===== src/rtl/mac_window_acc_if.sv =====
// Handshake bundle between the multiply-add result stream, the window
// accumulator and its result consumer.
interface mac_window_acc_if #(
  parameter int WIDTH_IN  = 17,
  parameter int N_SAMPLES = 4
);
  localparam int ACC_W = WIDTH_IN + $clog2(N_SAMPLES);

  logic                in_valid;
  logic [WIDTH_IN-1:0] in_data;
  logic                out_ready;
  logic                out_valid;
  logic [ACC_W-1:0]    out_sum;
  logic [WIDTH_IN-1:0] out_mean;
  logic [WIDTH_IN-1:0] out_max;
  logic                in_ready;
  logic [7:0]          drop_cnt;

  modport master (
    output in_valid, in_data, out_ready,
    input  out_valid, out_sum, out_mean, out_max, in_ready, drop_cnt
  );

  modport slave (
    input  in_valid, in_data, out_ready,
    output out_valid, out_sum, out_mean, out_max, in_ready, drop_cnt
  );
endinterface


===== src/rtl/mac_window_acc.sv =====
// Window accumulator: sums, averages and peaks N_SAMPLES result words, with a
// one-entry skid absorbing the unstoppable upstream while a result is held.
//
// state | meaning
// ACC   | collecting samples into the running sum/max
// HOLD  | window result presented, waiting for out_ready
module mac_window_acc #(
  parameter int WIDTH_IN  = 17,
  parameter int N_SAMPLES = 4
) (
  input logic             clk,
  input logic             rst_n,
  mac_window_acc_if.slave bus
);
  localparam int SHIFT = $clog2(N_SAMPLES);
  localparam int ACC_W = WIDTH_IN + SHIFT;

  typedef enum logic {ACC = 1'b0, HOLD = 1'b1} state_t;

  state_t              state, state_nx;
  logic [ACC_W-1:0]    acc, sum_nx, sum_q;
  logic [WIDTH_IN-1:0] run_max, max_nx, skid, sample, max_q, mean_q;
  logic [SHIFT-1:0]    cnt;
  logic                skid_full, take, last;
  logic [7:0]          drop_q;

  // A held skid entry always has priority so sample order is preserved.
  always_comb begin
    take   = 1'b0;
    sample = skid;
    if (state == ACC) begin
      if (skid_full) begin
        take   = 1'b1;
        sample = skid;
      end else if (bus.in_valid) begin
        take   = 1'b1;
        sample = bus.in_data;
      end
    end
  end

  // N_SAMPLES is a power of two, so the final count is all ones.
  assign last   = take && (&cnt);
  assign sum_nx = acc + ACC_W'(sample);
  assign max_nx = (sample > run_max) ? sample : run_max;

  always_ff @(posedge clk or negedge rst_n) begin
    if (!rst_n) state <= ACC;
    else        state <= state_nx;
  end

  always_comb begin
    state_nx = state;
    case (state)
      ACC:     if (last) state_nx = HOLD;
      HOLD:    if (bus.out_ready) state_nx = ACC;
      default: state_nx = ACC;
    endcase
  end

  always_comb begin
    bus.out_valid = (state == HOLD);
    bus.in_ready  = (state == ACC);
    bus.out_sum   = sum_q;
    bus.out_mean  = mean_q;
    bus.out_max   = max_q;
    bus.drop_cnt  = drop_q;
  end

  always_ff @(posedge clk or negedge rst_n) begin
    if (!rst_n) begin
      acc       <= '0;
      run_max   <= '0;
      cnt       <= '0;
      skid      <= '0;
      skid_full <= 1'b0;
      sum_q     <= '0;
      mean_q    <= '0;
      max_q     <= '0;
      drop_q    <= '0;
    end else if (state == ACC) begin
      if (skid_full) begin
        skid      <= bus.in_data;
        skid_full <= bus.in_valid;
      end
      if (take) begin
        if (last) begin
          sum_q   <= sum_nx;
          max_q   <= max_nx;
          mean_q  <= WIDTH_IN'(sum_nx >> SHIFT);
          acc     <= '0;
          run_max <= '0;
          cnt     <= '0;
        end else begin
          acc     <= sum_nx;
          run_max <= max_nx;
          cnt     <= cnt + 1'b1;
        end
      end
    end else if (bus.in_valid) begin
      if (!skid_full) begin
        skid      <= bus.in_data;
        skid_full <= 1'b1;
      end else if (drop_q != 8'hFF) begin
        drop_q <= drop_q + 8'd1;
      end
    end
  end
endmodule


===== src/flat_wrapper.sv =====
// flat-port wrapper written by rule: the top's interface ports become plain ports
module mac_window_acc_flat 
#(
  parameter int WIDTH_IN  = 17,
  parameter int N_SAMPLES = 4
)
  (clk, rst_n, bus_in_valid, bus_in_data, bus_out_ready, bus_out_valid, bus_out_sum, bus_out_mean, bus_out_max, bus_in_ready, bus_drop_cnt);
  mac_window_acc_if #(.WIDTH_IN(WIDTH_IN), .N_SAMPLES(N_SAMPLES)) bus_i ();
  input logic clk;
  input logic rst_n;
  input wire logic [$bits(bus_i.in_valid)-1:0] bus_in_valid;
  input wire logic [$bits(bus_i.in_data)-1:0] bus_in_data;
  input wire logic [$bits(bus_i.out_ready)-1:0] bus_out_ready;
  output wire logic [$bits(bus_i.out_valid)-1:0] bus_out_valid;
  output wire logic [$bits(bus_i.out_sum)-1:0] bus_out_sum;
  output wire logic [$bits(bus_i.out_mean)-1:0] bus_out_mean;
  output wire logic [$bits(bus_i.out_max)-1:0] bus_out_max;
  output wire logic [$bits(bus_i.in_ready)-1:0] bus_in_ready;
  output wire logic [$bits(bus_i.drop_cnt)-1:0] bus_drop_cnt;
  assign bus_i.in_valid = bus_in_valid;
  assign bus_i.in_data = bus_in_data;
  assign bus_i.out_ready = bus_out_ready;
  assign bus_out_valid = bus_i.out_valid;
  assign bus_out_sum = bus_i.out_sum;
  assign bus_out_mean = bus_i.out_mean;
  assign bus_out_max = bus_i.out_max;
  assign bus_in_ready = bus_i.in_ready;
  assign bus_drop_cnt = bus_i.drop_cnt;
  mac_window_acc #(.WIDTH_IN(WIDTH_IN), .N_SAMPLES(N_SAMPLES)) u_core (.clk(clk), .rst_n(rst_n), .bus(bus_i));
endmodule

===== config.mk =====
export PLATFORM = sky130hd
export DESIGN_NAME = mac_window_acc_flat
export DESIGN_NICKNAME = d
export VERILOG_FILES = /design/src/rtl/mac_window_acc_if.sv /design/src/rtl/mac_window_acc.sv /design/src/flat_wrapper.sv
export SDC_FILE = /design/constraint.sdc
export NUM_CORES = 1
export LEC_CHECK = 0
export ABC_AREA = 1
export CORE_MARGIN = 3
export CORE_UTILIZATION = 25
export DETAILED_ROUTE_END_ITERATION = 10
export GPL_TIMING_DRIVEN = 0
export PLACE_DENSITY_LB_ADDON = 0.25
export RECOVER_POWER = 100
export SLEW_MARGIN = 15
export SYNTH_ARGS = -nofsm -noshare
export SYNTH_HDL_FRONTEND = slang
export SYNTH_SLANG_ARGS = --single-unit

===== constraint.sdc =====
create_clock -name clk -period 4 [get_ports clk]
set_clock_uncertainty 0.15 [all_clocks]
set_input_delay 0.8 -clock clk [delete_from_list [all_inputs] [get_ports clk]]
set_output_delay 0.8 -clock clk [all_outputs]
set_load 0.005 [all_outputs]

[Word level (Yosys, flattened, before mapping)]
Cells that the tools add are included.
Word-level totals
  register bits: 118
  output and inout port bits: 63
  word-level logic and storage cells: 45
Operators by class
  $add $sub $neg: 3
  magnitude comparators: 1
  eq/ne operators: 3
  mux-type cells: 20
  bitwise gates (word level): 1
  reduce and logical (&&, ||, !) cells: 7
Operators by type and width (count)
  $mux W17: 9
  $add A19 B17 Y19: 1
  $mux W19: 1
  $gt A17 B17 Y1: 1
  $add A8 B1 Y8 const B: 1
  $mux W1: 8
  $ne A8 B8 Y1 const B: 1
  $reduce_and A3 Y1: 2
  $ne A2 B2 Y1 const B: 2
  $reduce_and A2 Y1: 2
  $reduce_and A4 Y1: 1
  $add A2 B1 Y2 const B: 1
  $mux W2: 1
  $pmux W1 S2: 1
  $reduce_bool A2 Y1: 1
  $logic_and A1 B1 Y1: 1
  $not A1 Y1: 1

[Depth between registers and ports, before layout]
Gate-level depths: netlist of run 1.
  word-level depth: 6
  gate-level depth with buffers: 20
  gate-level depth less buffers: 18

[Worst setup path after synthesis of run 1]
OpenSTA, ideal clock, no wires.
  path kind: input port to flip-flop
  from: input bus_in_valid
  to: register u_core.max_q[6], in the netlist u_core.bus.out_max[6]
  arrival: 2.688 ns
  slack: 1.044 ns
  cell stages on the path: 17
  path buffers: 2
  path through: nand3b_2 buf_1 nand2_1 o21ai_0 inv_1 ha_1 nand2_1 inv_1 o21bai_1 nand2_1 a21oi_2 nand2_4 nand2_4 buf_12 nand2_4 nand3_1 nand2_1
Between the ends
  longest elaborated chain between the ends: 5
  elaborated cells on any way between the ends: 10
  classes of those cells: 1 x order compare; 7 x mux; 2 x reduce/logical
Ends and longest elaborated chain
  start: declaration: RTL line flat_wrapper.sv:11  | input wire logic [$bits(bus_i.in_valid)-1:0] bus_in_valid;
  $mux W17 / $mux W1 (equally long branches): RTL line mac_window_acc.sv:35  | end else if (bus.in_valid) begin
  $mux W17 / $mux W1 (equally long branches): RTL line mac_window_acc.sv:32  | if (skid_full) begin
  $mux W17 / $mux W1 (equally long branches): RTL line mac_window_acc.sv:31  | if (state == ACC) begin
  $gt A17 B17 Y1 / $logic_and A1 B1 Y1 (equally long branches): RTL line mac_window_acc.sv:45, mac_window_acc.sv:43
  $mux W17 / $reduce_and A3 Y1 (equally long branches)
  end signal: assignment: RTL line mac_window_acc.sv:89  | max_q <= max_nx;
  end: declaration: RTL line mac_window_acc.sv:22  | logic [WIDTH_IN-1:0] run_max, max_nx, skid, sample, max_q, mean_q;
Parallel ways exist; a longest one is shown, timed or not.
A chain may end at the register's enable or synchronous reset.

[Final worst setup path of run 1]
  from: input bus_in_valid
  to: register u_core.max_q[10], in the netlist u_core.bus.out_max[10]
The elaborated chain is that of the path after synthesis.

==> flow_summary.ini, run 1 <==
[status]
status = finished with violations
failed_checks = max-capacitance violations, max-slew violations

[power_and_ir_drop]
p_leak_nw = 3.87
power_density_nw_per_um2 = 979
vdd_drop_max_mv = 0.316

[logic_synthesis]
syn_area_sq_um = 6080
syn_inst = 775
synthesis.nets = 834
synth_seq_area_share_pct = 41.6
synth_area_leaders = dfrtp_1 42%, nand2_1 15%, ha_1 7.6%
yosysUniqueCellTypes = 39
avgSynthCellArea_sq_um = 7.85
synth_top_area_share_pct = 41.6
yosysWarnings = 0
yosysTopAreaCell = dfrtp_1
synth_seq_cells = 101

[detailed_routing]
vias = 5148
route.met2.wl_microns = 7080
met1_length_microns = 8170
drc = 0
wl_per_cell_microns = 13.5
drt_iter0_drc = 288
wirelength_microns = 16200
vias_per_cell = 4.31
wl_met3_microns = 755
postRouteAntennaNets = 0
drtPass1Iterations = 5
routed.top_layer = met4

[worst_setup_path]
crit_path_start_kind = input pin
path_max_fanout = 10
crit_required_ns = 4.10
arrival_ns = 3.86
critical_path_class = input pin to flop
cp-end-kind = flop

[clocking]
clock_latency_ns = 0.36
cts_tree = built
clkTransAtPathRegs_ns = 0.07
cts_root_buf = clkbuf_16
clock-sinks = 101
htree_levels = 3
hold_buffers = 0
clock_path_buffers = 2
cts_buffers = 9

[finish]
nets = 929
antennaDiodeCount = 0
syn_to_final_growth_pct = 24.6
fin_area_sq_um = 7570
fin_cells = 1194
drive_gt1_share_pct = 8.23

[grt]
grt_pass1_wl_microns = 26600
grt_antenna_before_repair = 0
track_usage_pct = 12.8
grt_pass1_vias = 5101
gr-total-overflow = 0
grt_max_degree = 77

[placement]
post-dp-hpwl_microns = 12300
pre_cts_slack_ns = -0.219
gp_congestion = 0.870
port-buffer-count = 83
dpl_cell_area_sq_um = 7340
placedCellCount = 1178

[sta]
setup_viol = 0
fmax_ghz = 0.266
slew_violations = 77
rsz0062_at_grt = no
worstMarginPinSlew_ns = 1.69
finalHoldViolations = 0
max_slew_margin_pct = -12.9
setup_ws_ns = 0.240
period_share_pct = 94.0
min_period_ns = 3.76

[die]
dieWidth_microns = 162
coreArea_sq_um = 23700
initial_core_util_pct = 25.7
num_rows = 56
ioPinCount = 84
die_h_microns = 162
die_area_sq_um = 26200

[flow_run]
drv_cap = 1

[worst_hold_path]
hold_path_class = flop to flop
cells by family after synthesis:
logic type | count (synthesis) | synth area share [%]
DFF | 101 | 41.6
adders and majority gates | 38 | 7.94
and+or+nand+nor | 409 | 31.2
buffers and inverters | 125 | 9.67
xor gates and xnor gates | 11 | 1.58
AOI/OAI and AO/OA | 91 | 8.05
placed cells by master, fill, tap and decap left out, types with 2 or more instances in the layout:
cell type / synthesis / layout
a21o_1: 5 / 5
a21oi_1: 38 / 38
buf_2: 4 / 4
buf_4: 26 / 25
clkbuf_1: 8 / 10
clkbuf_16: 0 / 9
clkdlybuf4s50_1: 0 / 21
clkinv_4: 0 / 3
dfrtp_1: 101 / 101
dlygate4sd3_1: 0 / 61
ha_1: 37 / 37
inv_1: 81 / 83
inv_2: 4 / 2
inv_6: 0 / 2
nand2_1: 239 / 243
nand2_2: 4 / 3
nand2_4: 12 / 9
nand3_1: 82 / 82
nand3b_1: 14 / 14
nand4_1: 3 / 3
nor2_1: 39 / 41
nor2_4: 5 / 4
nor3_1: 3 / 3
o21ai_0: 25 / 32
o21ai_1: 17 / 10
xnor2_1: 4 / 4
xor2_1: 7 / 7
power breakdown:
group / internal [mW] / total [mW] / switching, mW
registers: 1.52 / 1.78 / 0.258
logic: 1.90 / 4.72 / 2.82
clock network: 0.493 / 0.915 / 0.422
total: 3.92 / 7.42 / 3.50
flip-flops by register name (all words and copies together) (netlist names):
| name | cells |
|---|---|
| u_core.bus.out_mean | 17 |
| u_core.bus.out_valid | 1 |
| u_core.acc | 19 |
| u_core.bus.out_sum | 2 |
| u_core.skid_full | 1 |
| u_core.bus.out_max | 17 |
| u_core.bus.drop_cnt | 8 |
| u_core.cnt | 2 |
| u_core.run_max | 17 |
| u_core.skid | 17 |
worst max-delay path, cell delays in order:
cell and delay [ns]:
clkdlybuf4s50_1 0.56, nand3b_2 0.18, clkbuf_1 0.25, o21ai_0 0.39, inv_1 0.15, ha_1 0.31, nand2_2 0.07, nor2_4 0.13
nand3_2 0.09, nor2_4 0.13, nand4_4 0.17, nand2_4 0.19, buf_12 0.17, nand2_1 0.08, nand3_1 0.11, nand2_1 0.06
Yosys cell counts, drive strengths merged:
cell type and n:
a22o 1, o21bai 1, o21ai 42, a21o 5
a21boi 1, or2 1, nand3b 15, dfrtp 101
xnor2 4, fa 1, nor4 1, nor2 46
nand2 255, xor2 7, inv 85, clkbuf 8
buf 32, a21oi 39, a31oi 1, ha 37
or3 1, nand4 4, o22ai 1, nor3 3
nand3 83
layer usage:
metal	up-vias	global-route usage, %
li1	2661	-
met1	2369	18.6
met2	108	19.5
met3	10	2.42
met4	0	3.22
met5	-	0
final timing paths:
kind	start	end	slack (ns)	cells past startpoint
min reg2reg	u_core.bus.out_max[1]$_DFFE_PN0P_	u_core.bus.out_max[1]$_DFFE_PN0P_	0.32	2
max reg2reg	u_core.bus.out_valid$_DFF_PN0_	u_core.bus.out_max[10]$_DFFE_PN0P_	0.68	16
min	u_core.bus.out_max[1]$_DFFE_PN0P_	u_core.bus.out_max[1]$_DFFE_PN0P_	0.32	2
max	bus_in_valid	u_core.bus.out_max[10]$_DFFE_PN0P_	0.24	16
max in group asynchronous	rst_n	u_core.run_max[10]$_DFFE_PN0P_	0.71	2
min in group asynchronous	rst_n	u_core.bus.out_mean[1]$_DFFE_PN0P_	0.62	1
layout make-up:
cell class | instances | area, sq um
clock inverters | 7 | 81.3
fillers | 2597 | 16100
plain buffers | 40 | 269
inverters | 85 | 319
multi-input cells | 549 | 2920
well taps | 319 | 399
repair buffers | 84 | 830
flip-flops and latches | 101 | 2530
clock buffers | 9 | 225
metrics by stage:
stage	util, %	total power [mW]	hold slack (ns)	setup TNS [ns]
4_1_cts	32.3	7.72	0.153	0
3_3_place_gp	30.9	6.68	0.313	-224.09
2_1_floorplan	-	5.18	0.296	0
5_1_grt	32.0	8.27	0.349	0
3_5_place_dp	31.0	6.76	0.315	-3.38
6_report	32.0	7.42	0.324	0
timing repair:
| action | 4_1_cts | 5_1_grt |
|---|---|---|
| setup buffers | 0 | 0 |
| setup endpoints to repair | 0 | 20 |
| hold endpoints to repair | 0 | 0 |
| gates resized for setup | 0 | 3 |
Note: power is estimated with default switching activity, not from simulation.
==> run 2, diff against run 1 <==
Clock period 4 ns to 3.75 ns, I/O delays scaled along.
==> run 2 against run 1 <==
Effect of this change:
- the run now ends clean
- worst hold slack about the same
- worst setup slack worse by 0.092 ns
- highest routed layer unchanged
- non-clock buffer count unchanged
- sequential power rose by 7%
- cell count unchanged
- power is 7.9% higher
- critical path depth did not move
- die area unchanged
- wire length rose by 0.20%
- first-iteration DRC count decreased by 5.9%
- critical path type unchanged
- register-to-register slack worse by 0.10 ns
- via count increased by 0.70%
==> flow_summary.ini, run 2 (synthesis results as in run 1) <==
[grt]
gr-total-overflow = 0
grt_pass1_vias = 5101
grt_pass1_wl_microns = 26600
grt_antenna_before_repair = 0
grt_max_degree = 77
track_usage_pct = 12.8

[placement]
pre_cts_slack_ns = -0.419
post-dp-hpwl_microns = 12300
gp_congestion = 0.870
port-buffer-count = 83
dpl_cell_area_sq_um = 7340

[die]
coreArea_sq_um = 23700
die_area_sq_um = 26200
num_rows = 56
ioPinCount = 84
die_h_microns = 162
dieWidth_microns = 162
initial_core_util_pct = 25.7

[worst_hold_path]
min_from = u_core.bus.out_max[1]$_DFFE_PN0P_
hold_path_class = flop to flop
min_path_cells = 2
min_to = u_core.bus.out_max[1]$_DFFE_PN0P_

[clocking]
clock_path_buffers = 2
clkTransAtPathRegs_ns = 0.07
cts_tree = built
cts_buffers = 9
cts_root_buf = clkbuf_16
hold_buffers = 0
post_cts_buffers = 0
clock_latency_ns = 0.37
clock-sinks = 101
htree_levels = 3

[detailed_routing]
vias_per_cell = 4.34
drtPass1Iterations = 5
wl_per_cell_microns = 13.6
vias = 5184
wirelength_microns = 16200
drc = 0
postRouteAntennaNets = 0
drt_iter0_drc = 271

[finish]
drive_gt1_share_pct = 9.14
fin_area_sq_um = 7610
fillers = 2597
multi_input_area_sq_um = 2960
final_common_cell = nand2_1
seq_area_sq_um = 2530
final_cell_mix = 239 x nand2_1, 101 x dfrtp_1, 82 x inv_1, 82 x nand3_1, 61 x dlygate4sd3_1
largest_register_ffs = 19
regMostFlops = u_core.acc
syn_to_final_growth_pct = 25.1
antennaDiodeCount = 0
nets = 929

[worst_setup_path]
worstReg2RegEnd = u_core.bus.out_max[11]$_DFFE_PN0P_
crit_path_start_kind = input pin
worst_r2r_path_depth = 16
r2r_start = u_core.bus.out_valid$_DFF_PN0_
critical_path_class = input pin to flop
cpMaxStageDelayCell = clkdlybuf4s50_1
cp-end-kind = flop
path_max_fanout = 10
crit_required_ns = 3.85
crit_path_cell_trace = clkdlybuf4s50_1, nand3b_2, clkbuf_2, o21ai_1, inv_1, ha_1, nand2_2, nor2_4, nand3_2, nor2_4, nand4_4, nand2_4, buf_12, nand2_4, nand3_1, nand2_1
cp_slowest_stage_delay_ns = 0.57
arrival_ns = 3.70
reg2reg_slack_ns = 0.58

[sta]
fmax_ghz = 0.278
period_share_pct = 96.0
setup_ws_ns = 0.148
finalHoldViolations = 0
worstMarginPinSlew_ns = 1.43
max_slew_margin_pct = 4.98
setup_viol = 0
slew_violations = 0
rsz0062_at_grt = yes
min_period_ns = 3.60

[power_and_ir_drop]
p_leak_nw = 3.89
power_density_nw_per_um2 = 1050
vdd_drop_max_mv = 0.371
p_total_mw = 8.00

[status]
status = completed

[flow_run]
drv_cap = 0
-- run 2: worst max path at each step --
stage | startpoint | slack (ns) | end
after global placement | rst_n | -2.40 | u_core.skid[13]$_DFFE_PN0P_
after detailed placement | bus_in_valid | -0.42 | u_core.bus.out_max[7]$_DFFE_PN0P_
after CTS | bus_in_valid | 0.01 | u_core.bus.out_max[7]$_DFFE_PN0P_
after floorplan | bus_in_valid | 0.84 | u_core.bus.out_max[6]$_DFFE_PN0P_
final | bus_in_valid | 0.15 | u_core.bus.out_max[11]$_DFFE_PN0P_
after global routing | bus_in_valid | -0.02 | u_core.bus.out_max[7]$_DFFE_PN0P_
-- run 2: layout make-up --
class,instances,share of cell area [%]
plain buffers,40,3.52
repair buffers,84,10.9
well taps,319,5.25
multi-input cells,549,38.9
clock inverters,7,1.07
flip-flops and latches,101,33.2
inverters,85,4.19
clock buffers,9,2.96
-- run 2: where the power goes --
| part | internal, mW | switching (mW) | total, mW |
|---|---|---|---|
| clock | 0.526 | 0.455 | 0.982 |
| combinational | 2.05 | 3.06 | 5.11 |
| sequential | 1.63 | 0.280 | 1.90 |
-- run 2: worst max-delay path, delay by kind of cell --
family | cells | cell delay, ns
AND/OR/NAND/NOR | 10 | 1.17
buffers and inverters | 4 | 1.14
adder cells (fa/ha/maj) | 1 | 0.30
AO/OA/AOI/OAI | 1 | 0.30
-- run 2: repair_timing --
action                                  CTS  global route
endpoints found under the setup margin    5            52
cloned                                    0             0
gates resized for setup                   1            17
-- run 2: metrics by stage --
step / instances / hold WS [ns] / utilization, % / TNS (ns)
floorplan: 775 / 0.296 / - / 0
global placement: 1177 / 0.313 / 30.9 / -253.34
detailed placement: 1178 / 0.315 / 31.0 / -12.98
CTS: 1194 / 0.103 / 32.3 / 0
global route: 1194 / 0.349 / 32.1 / -0.0235
finish: 1194 / 0.324 / 32.1 / 0
-- run 2: per-layer routing --
layer  wire length (microns)  GRT usage (%)  up-vias
li1                        -              -     2662
met1                    8240           18.6     2394
met2                    7060           19.5      115
met3                     718           2.42       13
met4                     170           3.22        0
met5                       0              0        -
